===== src/rtl/ysyx_22050243_mem_arb.sv =====
// ysyx_22050243_mem_arb: arbitrates instruction fetch and load/store onto a single memory port
module ysyx_22050243_mem_arb #(
  parameter int FAIR        = 1,
  parameter int TIMEOUT_CYC = 255
) (
  input  logic        clk,
  input  logic        rst,
  input  logic        if_req,
  input  logic [63:0] if_addr,
  output logic [31:0] if_rdata,
  output logic        if_rvalid,
  input  logic        ls_req,
  input  logic        ls_we,
  input  logic [63:0] ls_addr,
  input  logic [63:0] ls_wdata,
  input  logic [7:0]  ls_wmask,
  output logic [63:0] ls_rdata,
  output logic        ls_rvalid,
  output logic        mem_valid,
  input  logic        mem_ready,
  output logic        mem_we,
  output logic [63:0] mem_addr,
  output logic [63:0] mem_wdata,
  output logic [7:0]  mem_wmask,
  input  logic        mem_rvalid,
  input  logic [63:0] mem_rdata,
  output logic        if_stall,
  output logic        ls_stall,
  output logic        err
);
  typedef enum logic [1:0] {IDLE, REQ, RESP} state_t;
  localparam logic [15:0] TO_LIM = 16'(TIMEOUT_CYC - 1);
  state_t      state;
  logic        owner, last_owner;
  logic [15:0] cnt;
  logic        grant_ls, timeout, done;
  // owner/last_owner: 0 = fetch, 1 = load/store
  always_comb begin
    grant_ls  = ls_req & (~if_req | (FAIR == 0) | ~last_owner);
    timeout   = (TIMEOUT_CYC != 0) && (cnt == TO_LIM);
    done      = (state == RESP) & mem_rvalid;
    if_rvalid = done & ~owner;
    ls_rvalid = done & owner;
    if_rdata  = if_rvalid ? (mem_addr[2] ? mem_rdata[63:32] : mem_rdata[31:0]) : '0;
    ls_rdata  = ls_rvalid ? mem_rdata : '0;
    if_stall  = rst & if_req & ~if_rvalid;
    ls_stall  = rst & ls_req & ~ls_rvalid;
  end
  always_ff @(posedge clk or negedge rst) begin
    if (!rst) begin
      state      <= IDLE;
      owner      <= 1'b0;
      last_owner <= 1'b0;
      cnt        <= '0;
      err        <= 1'b0;
      mem_valid  <= 1'b0;
      mem_we     <= 1'b0;
      mem_addr   <= '0;
      mem_wdata  <= '0;
      mem_wmask  <= '0;
    end else begin
      err <= 1'b0;
      case (state)
        IDLE: if (if_req | ls_req) begin
          state     <= REQ;
          mem_valid <= 1'b1;
          owner     <= grant_ls;
          cnt       <= '0;
          mem_we    <= grant_ls & ls_we;
          mem_addr  <= grant_ls ? ls_addr : if_addr;
          mem_wdata <= grant_ls ? ls_wdata : '0;
          mem_wmask <= grant_ls ? ls_wmask : '0;
        end
        REQ: begin
          cnt <= cnt + 16'd1;
          if (mem_ready) begin
            state      <= RESP;
            mem_valid  <= 1'b0;
            last_owner <= owner;
          end else if (timeout) begin
            state     <= IDLE;
            mem_valid <= 1'b0;
            err       <= 1'b1;
          end
        end
        RESP: begin
          cnt <= cnt + 16'd1;
          if (mem_rvalid) state <= IDLE;
          else if (timeout) begin
            state <= IDLE;
            err   <= 1'b1;
          end
        end
        default: state <= IDLE;
      endcase
    end
  end
endmodule


===== config.mk =====
export PLATFORM = sky130hd
export DESIGN_NAME = ysyx_22050243_mem_arb
export DESIGN_NICKNAME = d
export VERILOG_FILES = /design/src/rtl/ysyx_22050243_mem_arb.sv
export SDC_FILE = /design/constraint.sdc
export NUM_CORES = 1
export LEC_CHECK = 0
export BUFFER_PORTS_ARGS = -buffer_cell sky130_fd_sc_hd__buf_2
export CORE_AREA = 8 8 190 192
export DETAILED_ROUTE_END_ITERATION = 6
export DIE_AREA = 0 0 198 200
export SETUP_SLACK_MARGIN = 0.05
export SKIP_CTS_REPAIR_TIMING = 1
export SLEW_MARGIN = 15
export SYNTH_ARGS = -nofsm -noshare
export SYNTH_HDL_FRONTEND = slang
export SYNTH_SLANG_ARGS = --single-unit

===== constraint.sdc =====
create_clock -name clk -period 6.8 [get_ports clk]
set_input_delay 0.68 -clock clk [delete_from_list [all_inputs] [get_ports clk]]
set_output_delay 0.68 -clock clk [all_outputs]
set_load 0.01 [all_outputs]

==> implementation parameters <==
Parameter                              Value

Status
  Result of the run ... completed

Worst setup path
  Crit path DAT ... 2100 ps
  Critical path data required time ... 6120 ps
  Highest net fanout along the worst path ... 66
  Critical Path Source Type ... flop
  Worst path slowest cell ... dfrtp_1
  Delay of the slowest cell on the worst path ... 430 ps
  Capturing element type of the critical path ... output port
  Reg2reg setup slack ... 4310 ps
  Type of the setup path with the least slack ... reg -> out
  Critical Path, Cell by Cell ... inv_1 > ha_1 > and3_1 > buf_4 > and2_1 > buf_2

Synthesis
  Number of flip-flops and latches in the synthesized netlist ... 159
  Number of enable-type register cells in the synthesized netlist ... 0
  List of most frequent post-synthesis cells ... dfrtp_1 (159), mux2i_1 (97), nand2_1 (80)
  Most used flip-flop cell after synthesis ... dfrtp_1
  Synth Net Count ... 1003
  Share of Yosys cell area claimed by the top area cell type ... 0.519
  Cell type with the largest total area after synthesis ... dfrtp_1
  Post-synthesis cell type count ... 42
  Post-synth ARST share ... 1.00
  Synthesized area ... 7660 um^2
  Sequential area share after synthesis ... 0.519
  Most common cell in the netlist ... dfrtp_1
  Post-Syn Instances ... 726
  Syn_area_per_cell ... 10.6 um^2
  Area contributors post-synth ... dfrtp_1 (52%), mux2i_1 (13%), a22o_1 (8.8%), and2_1 (5.6%), o21ai_0 (4.6%)
  Number of warning messages in the yosys log ... 0

Clock tree
  Root Buffer ... clkbuf_16
  Maximum clock insertion buffer count ... 2
  Number of H-tree levels ... 4
  Post-CTS clock slew at the launch and capture registers of the worst setup and hold paths ... 80 ps
  Clock insertion delay at the later pin of the skew report ... 430 ps
  CTS sink cnt ... 159
  TritonCTS buffer count ... 17
  TritonCTS clock tree ... done

Final layout
  Fraction of final layout cells with drive strength greater than 1 ... 0.459
  Area of the multi-input gates ... 3440 um^2
  Area taken by flip-flops and latches ... 3980 um^2
  Number of nets in the final layout ... 1482
  Area of all placed cells without fillers ... 11300 um^2
  Final instance count without filler cells ... 1668
  Area added between synthesis and finish ... 47.1%
  Number of fillers in the final layout ... 3396

Detailed routing
  TritonRoute pass-1 iters ... 4
  Mean number of vias per cell ... 4.45
  Number of DRC markers after the initial detailed-route iteration ... 309
  Remaining DRCs ... 0
  Average wire per standard cell ... 19.5 um
  Antenna violation net count after detailed routing ... 0
  Detailed-route wire length ... 32500 um
  Via total after detailed routing ... 7423

STA
  Hold Worst Slack ... 219 ps
  Endpoints failing setup ... 0
  Worst slew slack as a fraction of its limit ... 0.289
  Setup TNS ... 0 ps
  Final-report hold violation count ... 0
  Final cycle utilization of the critical path ... 0.409
  Least-Margin Pin Slew ... 1070 ps
  Unrepaired setup endpoints after global routing ... false
  Timing-limited maximum frequency ... 360 MHz
  Max-slew violations ... 0
  Min Clock Period, post-route ... 2780 ps
  Final Skew ... 13.4 ps

Placement
  Last weighted congestion value of the routability-driven placer ... 0.901
  Post-detailed-placement half-perimeter wirelength ... 26000 um
  Placement Cell Area ... 10600 um^2
  Placed cell count ... 1634
  Port buffer count ... 509

Global route
  Number of antenna violations at the first check in global routing ... 11
  Residual overflow from global routing ... 0
  Overall fraction of global-route tracks in use ... 0.154
  Via count of the first global-routing pass ... 7763
  Wire length of the first global-routing pass ... 46900 um
  Largest net degree at the start of global routing ... 120

Floorplan
  Placeable core area ... 33100 um^2
  Die Area ... 39600 um^2
  Die boundary height ... 200 um
  Overall die width ... 198 um
  Boundary Pins ... 510
  Starting utilization of the core area ... 0.231
  Cell row count ... 67

Hold path
  Worst min path class ... in -> async

Power
  Worst voltage drop across the vdd grid ... 0.176 mV
  Power per cell area ... 396 nW/um^2
  Standby leakage power ... 6.15 nW

Job
  Maximum Capacitance Violations ... 0
==> routing by layer <==
layer  global-route usage  routed length [um]
met5                    0                  12
met4               0.0581                1000
met3               0.0531                2890
met2                0.273               16400
met1                0.168               12200
==> final timing paths <==
kind,from,to,cells past startpoint
max,state[0],ls_rdata[63],6
min,rst,cnt[12],1
max reg2reg,state[0],cnt[15],6
min reg2reg,mem_addr[27],mem_addr[27],2
max in group asynchronous,rst,mem_wmask[6],3
min in group clk,ls_wdata[42],mem_wdata[42],2
==> cells in the final DEF (no fill, tap or decap), types with 3 or more instances in the layout <==
| cell type | count |
|---|---|
| nor4b_1 | 3 |
| dfrtp_1 | 158 |
| mux2_2 | 3 |
| ha_1 | 6 |
| a21oi_1 | 7 |
| clkbuf_16 | 17 |
| buf_4 | 8 |
| o31ai_1 | 4 |
| inv_1 | 7 |
| clkinv_8 | 4 |
| o21ai_0 | 69 |
| or4_1 | 4 |
| nor2_1 | 38 |
| nor3_1 | 3 |
| a22o_1 | 77 |
| and2_1 | 67 |
| o211ai_1 | 4 |
| buf_2 | 508 |
| inv_8 | 6 |
| and3_1 | 7 |
| nand4_1 | 4 |
| nand2_1 | 80 |
| nand3_1 | 6 |
| nand3b_1 | 3 |
| mux2i_1 | 97 |
==> cells by family (layout without fill, tap and decap cells) <==
logic type | count (synthesis) | in the layout | share of synthesized area
AOI/OAI and AO/OA | 170 | 170 | 0.155
other | 0 | 2 | 0
DFF | 159 | 159 | 0.519
buffers and inverters | 64 | 556 | 0.0345
adders and majority gates | 6 | 6 | 0.00980
and+or+nand+nor | 227 | 227 | 0.151
muxes | 100 | 100 | 0.131
==> registers in the layout (all words and copies together), names as in the netlist <==
register / count
cnt: 16
state: 2
mem_wdata: 64
mem_valid: 1
owner: 1
mem_we: 1
mem_wmask: 8
last_owner: 1
mem_addr: 64
err: 1
==> report_power, final <==
| part | switching (mW) | leakage, nW | internal, mW |
|---|---|---|---|
| Sequential | 0.287 | 2.03 | 1.36 |
| Combinational | 1.01 | 3.82 | 0.765 |
| Clock | 0.467 | 0.311 | 0.572 |
| Total | 1.77 | 6.15 | 2.69 |
==> metrics by stage <==
stage               utilization  power, mW  worst slack (ps)
floorplan                     -       2.64              4620
global placement          0.321       3.45              3960
detailed placement        0.321       3.47              3930
CTS                       0.340       4.54              4000
global route              0.340       4.78              3910
finish                    0.340       4.46              4020
==> critical path: cells and delay by family, from the launching register on <==
kind	cells	cell delay, ps
adders and majority gates	1	180
buffers and inverters	3	680
and+or+nand+nor	2	370
DFF	1	430
==> layout make-up <==
class,instances,area share
Tap cell,448,0.0497
Timing Repair Buffer,517,0.232
Inverter,7,0.00233
Multi-Input combinational cell,503,0.305
Sequential cell,159,0.353
Clock buffer,17,0.0377
Antenna cell,2,0.000444
Clock inverter,15,0.0193
No activity file was read; power rests on OpenSTA's default activity.
